### config.mk
export PLATFORM = sky130hd
export DESIGN_NAME = adc_emu_tx_flat
export DESIGN_NICKNAME = d
export VERILOG_FILES = /design/src/rtl/adc_emu_pkg.sv /design/src/rtl/adc_emu_if.sv /design/src/rtl/adc_emu_patgen.sv /design/src/rtl/adc_emu_tx.sv /design/src/flat_wrapper.sv
export SDC_FILE = /design/constraint.sdc
export NUM_CORES = 1
export LEC_CHECK = 0
export CAP_MARGIN = 25
export CORE_MARGIN = 3
export CORE_UTILIZATION = 45
export DETAILED_ROUTE_END_ITERATION = 10
export DONT_BUFFER_PORTS = 1
export PLACE_DENSITY = 0.64
export REMOVE_ABC_BUFFERS = 1
export SLEW_MARGIN = 0
export SYNTH_ARGS = -nofsm -noshare
export SYNTH_HDL_FRONTEND = slang
export SYNTH_SLANG_ARGS = --single-unit
export TNS_END_PERCENT = 5
### constraint.sdc
create_clock -name clk -period 3.6 [get_ports clk]
set_clock_uncertainty 0.15 [all_clocks]
set_input_delay 0.36 -clock clk [delete_from_list [all_inputs] [get_ports clk]]
set_output_delay 0.36 -clock clk [all_outputs]
set_load 0.01 [all_outputs]
### src/rtl/adc_emu_pkg.sv
// Shared types and constants for the DDR ADC output emulator.
package adc_emu_pkg;

  typedef enum logic [1:0] {
    MODE_FIXED  = 2'd0,
    MODE_RAMP   = 2'd1,
    MODE_PRBS   = 2'd2,
    MODE_SQUARE = 2'd3
  } mode_e;

  typedef logic [1:0] state_t;

  localparam state_t ST_IDLE = 2'd0;
  localparam state_t ST_RUN  = 2'd1;
  localparam state_t ST_DONE = 2'd2;

  // Feedback taps s7 ^ s5 ^ s4 ^ s3 (maximal length, period 255).
  localparam logic [7:0] PRBS8_TAPS = 8'b1011_1000;

  function automatic logic [7:0] prbs8_next(input logic [7:0] s);
    return {s[6:0], ^(s & PRBS8_TAPS)};
  endfunction

endpackage

### src/rtl/adc_emu_if.sv
// Configuration, control/status and emulated ADC bus of adc_emu_tx.
interface adc_emu_if #(
  parameter int DATA_W = 8,
  parameter int CNT_W  = 16
);
  logic [1:0]        mode;
  logic [DATA_W-1:0] fixed_val;
  logic [DATA_W-1:0] step;
  logic [DATA_W-1:0] sq_lo;
  logic [DATA_W-1:0] sq_hi;
  logic [CNT_W-1:0]  sq_half;
  logic [CNT_W-1:0]  burst_len;
  logic              start;
  logic              stop;
  logic              busy;
  logic              done;
  logic [CNT_W-1:0]  sample_cnt;
  logic              adc_dco;
  logic [DATA_W-1:0] adc_da;
  logic [DATA_W-1:0] adc_db;

  modport master (
    output mode, fixed_val, step, sq_lo, sq_hi, sq_half, burst_len, start, stop,
    input  busy, done, sample_cnt, adc_dco, adc_da, adc_db
  );

  modport slave (
    input  mode, fixed_val, step, sq_lo, sq_hi, sq_half, burst_len, start, stop,
    output busy, done, sample_cnt, adc_dco, adc_da, adc_db
  );
endinterface

### src/rtl/adc_emu_patgen.sv
// Pattern generator: latches its configuration on load, presents the current
// sample on a register and steps to the next one on advance.
module adc_emu_patgen
  import adc_emu_pkg::*;
#(
  parameter int         DATA_W    = 8,
  parameter int         CNT_W     = 16,
  parameter logic [7:0] LFSR_SEED = 8'h01
) (
  input  logic              clk,
  input  logic              rst_n,
  input  logic              load,
  input  logic              advance,
  input  logic [1:0]        mode,
  input  logic [DATA_W-1:0] fixed_val,
  input  logic [DATA_W-1:0] step,
  input  logic [DATA_W-1:0] sq_lo,
  input  logic [DATA_W-1:0] sq_hi,
  input  logic [CNT_W-1:0]  sq_half,
  output logic [DATA_W-1:0] sample
);

  mode_e             mode_reg;
  logic [DATA_W-1:0] step_reg;
  logic [DATA_W-1:0] sq_lo_reg;
  logic [DATA_W-1:0] sq_hi_reg;
  logic [CNT_W-1:0]  half_reg;
  logic [CNT_W-1:0]  phase_reg;
  logic              level_reg;
  logic [7:0]        lfsr_reg;
  logic [DATA_W-1:0] sample_reg;

  always_ff @(posedge clk or negedge rst_n) begin
    if (!rst_n) begin
      mode_reg   <= MODE_FIXED;
      step_reg   <= '0;
      sq_lo_reg  <= '0;
      sq_hi_reg  <= '0;
      half_reg   <= CNT_W'(1);
      phase_reg  <= '0;
      level_reg  <= 1'b0;
      lfsr_reg   <= LFSR_SEED;
      sample_reg <= '0;
    end else if (load) begin
      mode_reg  <= mode_e'(mode);
      step_reg  <= step;
      sq_lo_reg <= sq_lo;
      sq_hi_reg <= sq_hi;
      // A zero half-period behaves as one sample per level.
      half_reg  <= (sq_half == '0) ? CNT_W'(1) : sq_half;
      phase_reg <= '0;
      level_reg <= 1'b0;
      lfsr_reg  <= LFSR_SEED;
      case (mode_e'(mode))
        MODE_PRBS:   sample_reg <= DATA_W'(LFSR_SEED);
        MODE_SQUARE: sample_reg <= sq_lo;
        default:     sample_reg <= fixed_val;
      endcase
    end else if (advance) begin
      case (mode_reg)
        MODE_RAMP: sample_reg <= sample_reg + step_reg;
        MODE_PRBS: begin
          lfsr_reg   <= prbs8_next(lfsr_reg);
          sample_reg <= DATA_W'(prbs8_next(lfsr_reg));
        end
        MODE_SQUARE: begin
          if (phase_reg == half_reg - CNT_W'(1)) begin
            phase_reg  <= '0;
            level_reg  <= ~level_reg;
            sample_reg <= level_reg ? sq_lo_reg : sq_hi_reg;
          end else begin
            phase_reg <= phase_reg + CNT_W'(1);
          end
        end
        default: sample_reg <= sample_reg;
      endcase
    end
  end

  assign sample = sample_reg;

endmodule

### src/rtl/adc_emu_tx.sv
// Emulated 8-bit DDR ADC transmitter: burst/continuous control FSM and
// steering of generated samples onto the A (dco high) and B (dco low) lanes.
module adc_emu_tx
  import adc_emu_pkg::*;
#(
  parameter int         DATA_W    = 8,
  parameter int         CNT_W     = 16,
  parameter logic [7:0] LFSR_SEED = 8'h01
) (
  input logic       clk,
  input logic       rst_n,
  adc_emu_if.slave  bus
);

  state_t            state_reg;
  logic              dco_reg;
  logic [DATA_W-1:0] da_reg;
  logic [DATA_W-1:0] db_reg;
  logic              busy_reg;
  logic              done_reg;
  logic [CNT_W-1:0]  cnt_reg;
  logic [CNT_W-1:0]  burst_len_reg;
  logic [DATA_W-1:0] sample;
  logic [CNT_W-1:0]  cnt_next;
  logic              load;
  logic              advance;

  assign load     = (state_reg == ST_IDLE) && bus.start && !bus.stop;
  assign advance  = (state_reg == ST_RUN) && !bus.stop;
  assign cnt_next = cnt_reg + CNT_W'(1);

  adc_emu_patgen #(
    .DATA_W    (DATA_W),
    .CNT_W     (CNT_W),
    .LFSR_SEED (LFSR_SEED)
  ) u_patgen (
    .clk       (clk),
    .rst_n     (rst_n),
    .load      (load),
    .advance   (advance),
    .mode      (bus.mode),
    .fixed_val (bus.fixed_val),
    .step      (bus.step),
    .sq_lo     (bus.sq_lo),
    .sq_hi     (bus.sq_hi),
    .sq_half   (bus.sq_half),
    .sample    (sample)
  );

  always_ff @(posedge clk or negedge rst_n) begin
    if (!rst_n) begin
      state_reg     <= ST_IDLE;
      dco_reg       <= 1'b0;
      da_reg        <= '0;
      db_reg        <= '0;
      busy_reg      <= 1'b0;
      done_reg      <= 1'b0;
      cnt_reg       <= '0;
      burst_len_reg <= '0;
    end else begin
      case (state_reg)
        ST_IDLE: begin
          dco_reg <= 1'b0;
          if (load) begin
            state_reg     <= ST_RUN;
            busy_reg      <= 1'b1;
            cnt_reg       <= '0;
            burst_len_reg <= bus.burst_len;
          end
        end
        ST_RUN: begin
          if (bus.stop) begin
            // Abort: no sample on this edge, count is kept for inspection.
            state_reg <= ST_IDLE;
            dco_reg   <= 1'b0;
            busy_reg  <= 1'b0;
          end else begin
            dco_reg <= ~dco_reg;
            if (!dco_reg) da_reg <= sample;
            else          db_reg <= sample;
            cnt_reg <= cnt_next;
            if ((burst_len_reg != '0) && (cnt_next == burst_len_reg)) begin
              state_reg <= ST_DONE;
              busy_reg  <= 1'b0;
              done_reg  <= 1'b1;
            end
          end
        end
        ST_DONE: begin
          state_reg <= ST_IDLE;
          done_reg  <= 1'b0;
          dco_reg   <= 1'b0;
        end
        default: begin
          state_reg <= ST_IDLE;
          busy_reg  <= 1'b0;
          done_reg  <= 1'b0;
          dco_reg   <= 1'b0;
        end
      endcase
    end
  end

  assign bus.busy       = busy_reg;
  assign bus.done       = done_reg;
  assign bus.sample_cnt = cnt_reg;
  assign bus.adc_dco    = dco_reg;
  assign bus.adc_da     = da_reg;
  assign bus.adc_db     = db_reg;

endmodule
### src/flat_wrapper.sv
// flat-port wrapper written by rule: the top's interface ports become plain ports
module adc_emu_tx_flat import adc_emu_pkg::*;
#(
  parameter int         DATA_W    = 8,
  parameter int         CNT_W     = 16,
  parameter logic [7:0] LFSR_SEED = 8'h01
)
  (clk, rst_n, bus_mode, bus_fixed_val, bus_step, bus_sq_lo, bus_sq_hi, bus_sq_half, bus_burst_len, bus_start, bus_stop, bus_busy, bus_done, bus_sample_cnt, bus_adc_dco, bus_adc_da, bus_adc_db);
  adc_emu_if #(.DATA_W(DATA_W), .CNT_W(CNT_W)) bus_i ();
  input logic clk;
  input logic rst_n;
  input wire logic [$bits(bus_i.mode)-1:0] bus_mode;
  input wire logic [$bits(bus_i.fixed_val)-1:0] bus_fixed_val;
  input wire logic [$bits(bus_i.step)-1:0] bus_step;
  input wire logic [$bits(bus_i.sq_lo)-1:0] bus_sq_lo;
  input wire logic [$bits(bus_i.sq_hi)-1:0] bus_sq_hi;
  input wire logic [$bits(bus_i.sq_half)-1:0] bus_sq_half;
  input wire logic [$bits(bus_i.burst_len)-1:0] bus_burst_len;
  input wire logic [$bits(bus_i.start)-1:0] bus_start;
  input wire logic [$bits(bus_i.stop)-1:0] bus_stop;
  output wire logic [$bits(bus_i.busy)-1:0] bus_busy;
  output wire logic [$bits(bus_i.done)-1:0] bus_done;
  output wire logic [$bits(bus_i.sample_cnt)-1:0] bus_sample_cnt;
  output wire logic [$bits(bus_i.adc_dco)-1:0] bus_adc_dco;
  output wire logic [$bits(bus_i.adc_da)-1:0] bus_adc_da;
  output wire logic [$bits(bus_i.adc_db)-1:0] bus_adc_db;
  assign bus_i.mode = bus_mode;
  assign bus_i.fixed_val = bus_fixed_val;
  assign bus_i.step = bus_step;
  assign bus_i.sq_lo = bus_sq_lo;
  assign bus_i.sq_hi = bus_sq_hi;
  assign bus_i.sq_half = bus_sq_half;
  assign bus_i.burst_len = bus_burst_len;
  assign bus_i.start = bus_start;
  assign bus_i.stop = bus_stop;
  assign bus_busy = bus_i.busy;
  assign bus_done = bus_i.done;
  assign bus_sample_cnt = bus_i.sample_cnt;
  assign bus_adc_dco = bus_i.adc_dco;
  assign bus_adc_da = bus_i.adc_da;
  assign bus_adc_db = bus_i.adc_db;
  adc_emu_tx #(.DATA_W(DATA_W), .CNT_W(CNT_W), .LFSR_SEED(LFSR_SEED)) u_core (.clk(clk), .rst_n(rst_n), .bus(bus_i));
endmodule
==> results.txt <==
status -> complete, no violations
Area growth, synth to finish -> 20.5%
top cells by count, synth -> 215 x nand2_1, 126 x dfrtp_1, 53 x o21ai_0
Row Count -> 44
cell taking the most area after synthesis -> dfrtp_1
mapped cell area -> 6940 um2
CP Max Fanout -> 8
synth top area cells -> dfrtp_1 45%, nand2_1 12%, xnor2_1 4.2%
CP Class -> reg -> reg
Primary FF master, synth -> dfrtp_1
I/O pin total -> 105
VDD IR-drop max -> 0.442 mV
maximum capacitance violations -> 0
clock latency on the worst-skew pair -> 0.42 ns
Starting Density -> 46.9%
initial antenna violation count -> 0
share of cells above drive strength 1 -> 8.80%
htree depth -> 4
sequential area share after synthesis -> 46.2%
die height -> 130 um
CTS Sinks -> 128
clock-pin slew on the worst setup and hold paths -> 0.06 ns
grt total ovfl -> 0
DR iter-0 viols -> 439
Routed Wire Length -> 17900 um
Unique masters post-synth -> 64
pins over their slew limit -> 0
DP Worst Slack -> 0.260 ns
DIE AREA -> 16900 um2
Tmin final -> 3.37 ns
die width -> 130 um
Cells after Synth -> 780
EDFF count, synth -> 0
number of iterations in the first detailed-routing pass -> 5
hold_ws -> 0.0176 ns
most common cell in the netlist -> nand2_1
crit start category -> flip-flop
Final nets -> 920
fillcell total -> 1302
crit path capture type -> flip-flop
YS warnings -> 0
FFs w/ async S/R, synth -> 100%
Synth Register Bits -> 128
syn avg cell area -> 8.90 um2
Final ANT Viol Nets -> 0
worst hold path class -> in -> reg
clock buffer count from CTS -> 17
CORE AREA -> 14800 um2
CTS tree -> yes
Worst-Margin Slew -> 0.740 ns
headroom to the max-slew limit -> 50.6%
Clock Path Buffers -> 2
Routed wire per std cell -> 17.3 um
part of the cycle the worst path needs -> 93.7%
Total GRT Usage -> 22.2%
post_cts resized -> 0
post-synth top area share -> 45.4%
post-detail-place hpwl -> 12300 um
fmax -> 297 MHz
Ant. Diodes -> 0
Root Buffer -> clkbuf_16
count of final setup violators -> 0
DR vias/cell -> 5.69
Post-CTS Hold Fix Bufs -> 62
Fin. Hold Viols -> 0
power per cell area -> 588 nW/um2
largest net degree at the start of global routing -> 129
Crit path arrival time -> 3.52 ns
drt drc -> 0
Crit path required time -> 3.75 ns
port bufs -> 0
via count -> 5898
vias in the first global route -> 5881
RSZ-0062 raised after global routing -> no
first-pass GRT wire length -> 29600 um
RePlAce Congestion -> 0.900
LEAKAGE -> 3.78 nW
Post-CTS Setup Repair Bufs -> 0
final worst slack -> 0.228 ns
## layout by cell type, fill, tap and decap left out, types with 17 or more instances in the layout
cell / instances
nand2_1: 215
dfrtp_1: 126
dlygate4sd3_1: 61
o21ai_0: 53
nor2_1: 41
xnor2_1: 33
a21oi_1: 18
xor2_1: 18
and3_1: 17
mux2_2: 17
clkbuf_16: 17
## area by class of cell
cell class | count | area, um2 | area share [%]
clock buffer | 18 | 439 | 5.25
clock inverter | 14 | 155 | 1.86
inverter | 12 | 45.0 | 0.539
multi-input combinational | 603 | 3540 | 42.3
sequential | 128 | 3210 | 38.3
tap | 184 | 230 | 2.75
timing repair buffer | 77 | 751 | 8.98
## final timing paths
check,from,end,slack [ns],cells past startpoint
max,u_core.u_patgen.half_reg[1],u_core.u_patgen.sample[3],0.23,10
min,bus_stop,u_core.burst_len_reg[15],0.02,3
max reg2reg,u_core.u_patgen.half_reg[1],u_core.u_patgen.sample[3],0.23,10
min reg2reg,u_core.u_patgen.sq_lo_reg[0],u_core.u_patgen.sq_lo_reg[0],0.33,2
max in group asynchronous,rst_n,u_core.u_patgen.phase_reg[8],2.34,2
min in group asynchronous,rst_n,u_core.bus.sample_cnt[5],0.44,2
## per-stage QoR
step	std cells	area, um2	utilization, %	TNS [ns]	power, mW
after floorplan	743	6780	-	-50.19	2.81
after global placement	941	7120	48.1	0	3.07
after detailed placement	941	7120	48.1	0	3.11
after CTS	1035	8350	56.4	0	4.96
after global routing	1036	8360	56.5	0	5.21
final	1036	8360	56.5	0	4.92
## report_power, final
part	switching [mW]	total, mW	internal, mW
logic	0.535	1.06	0.525
clock network	0.686	1.73	1.05
registers	0.391	2.12	1.73
total	1.61	4.92	3.30
## critical path, cell delays in order (launching register included)
cell and delay, ns:
dfrtp_1 0.43, inv_1 0.09, ha_1 0.20, or4b_1 0.56, and4bb_2 0.40, mux2i_1 0.21
mux2i_1 0.11, a32oi_2 0.27, o211ai_2 0.18, and2_1 0.31, a221o_1 0.36
## layer usage
layer	part of all wire [%]	global-route usage [%]	vias up
met5	0	0	-
met4	1.1	5.93	0
met3	6.3	5.77	21
met2	49	36.8	172
met1	44	29.0	2871
li1	-	-	2834
## kinds of logic after synthesis
group           after synthesis  share of synthesized area (%)
compound gates              149                           14.2
xor+xnor                     51                           6.44
fa+ha+maj                    11                           2.09
buf+inv                      49                           2.98
flops                       128                           46.2
mux                          30                           4.63
simple gates                362                           23.4
Power figures use the tool's default switching activity.
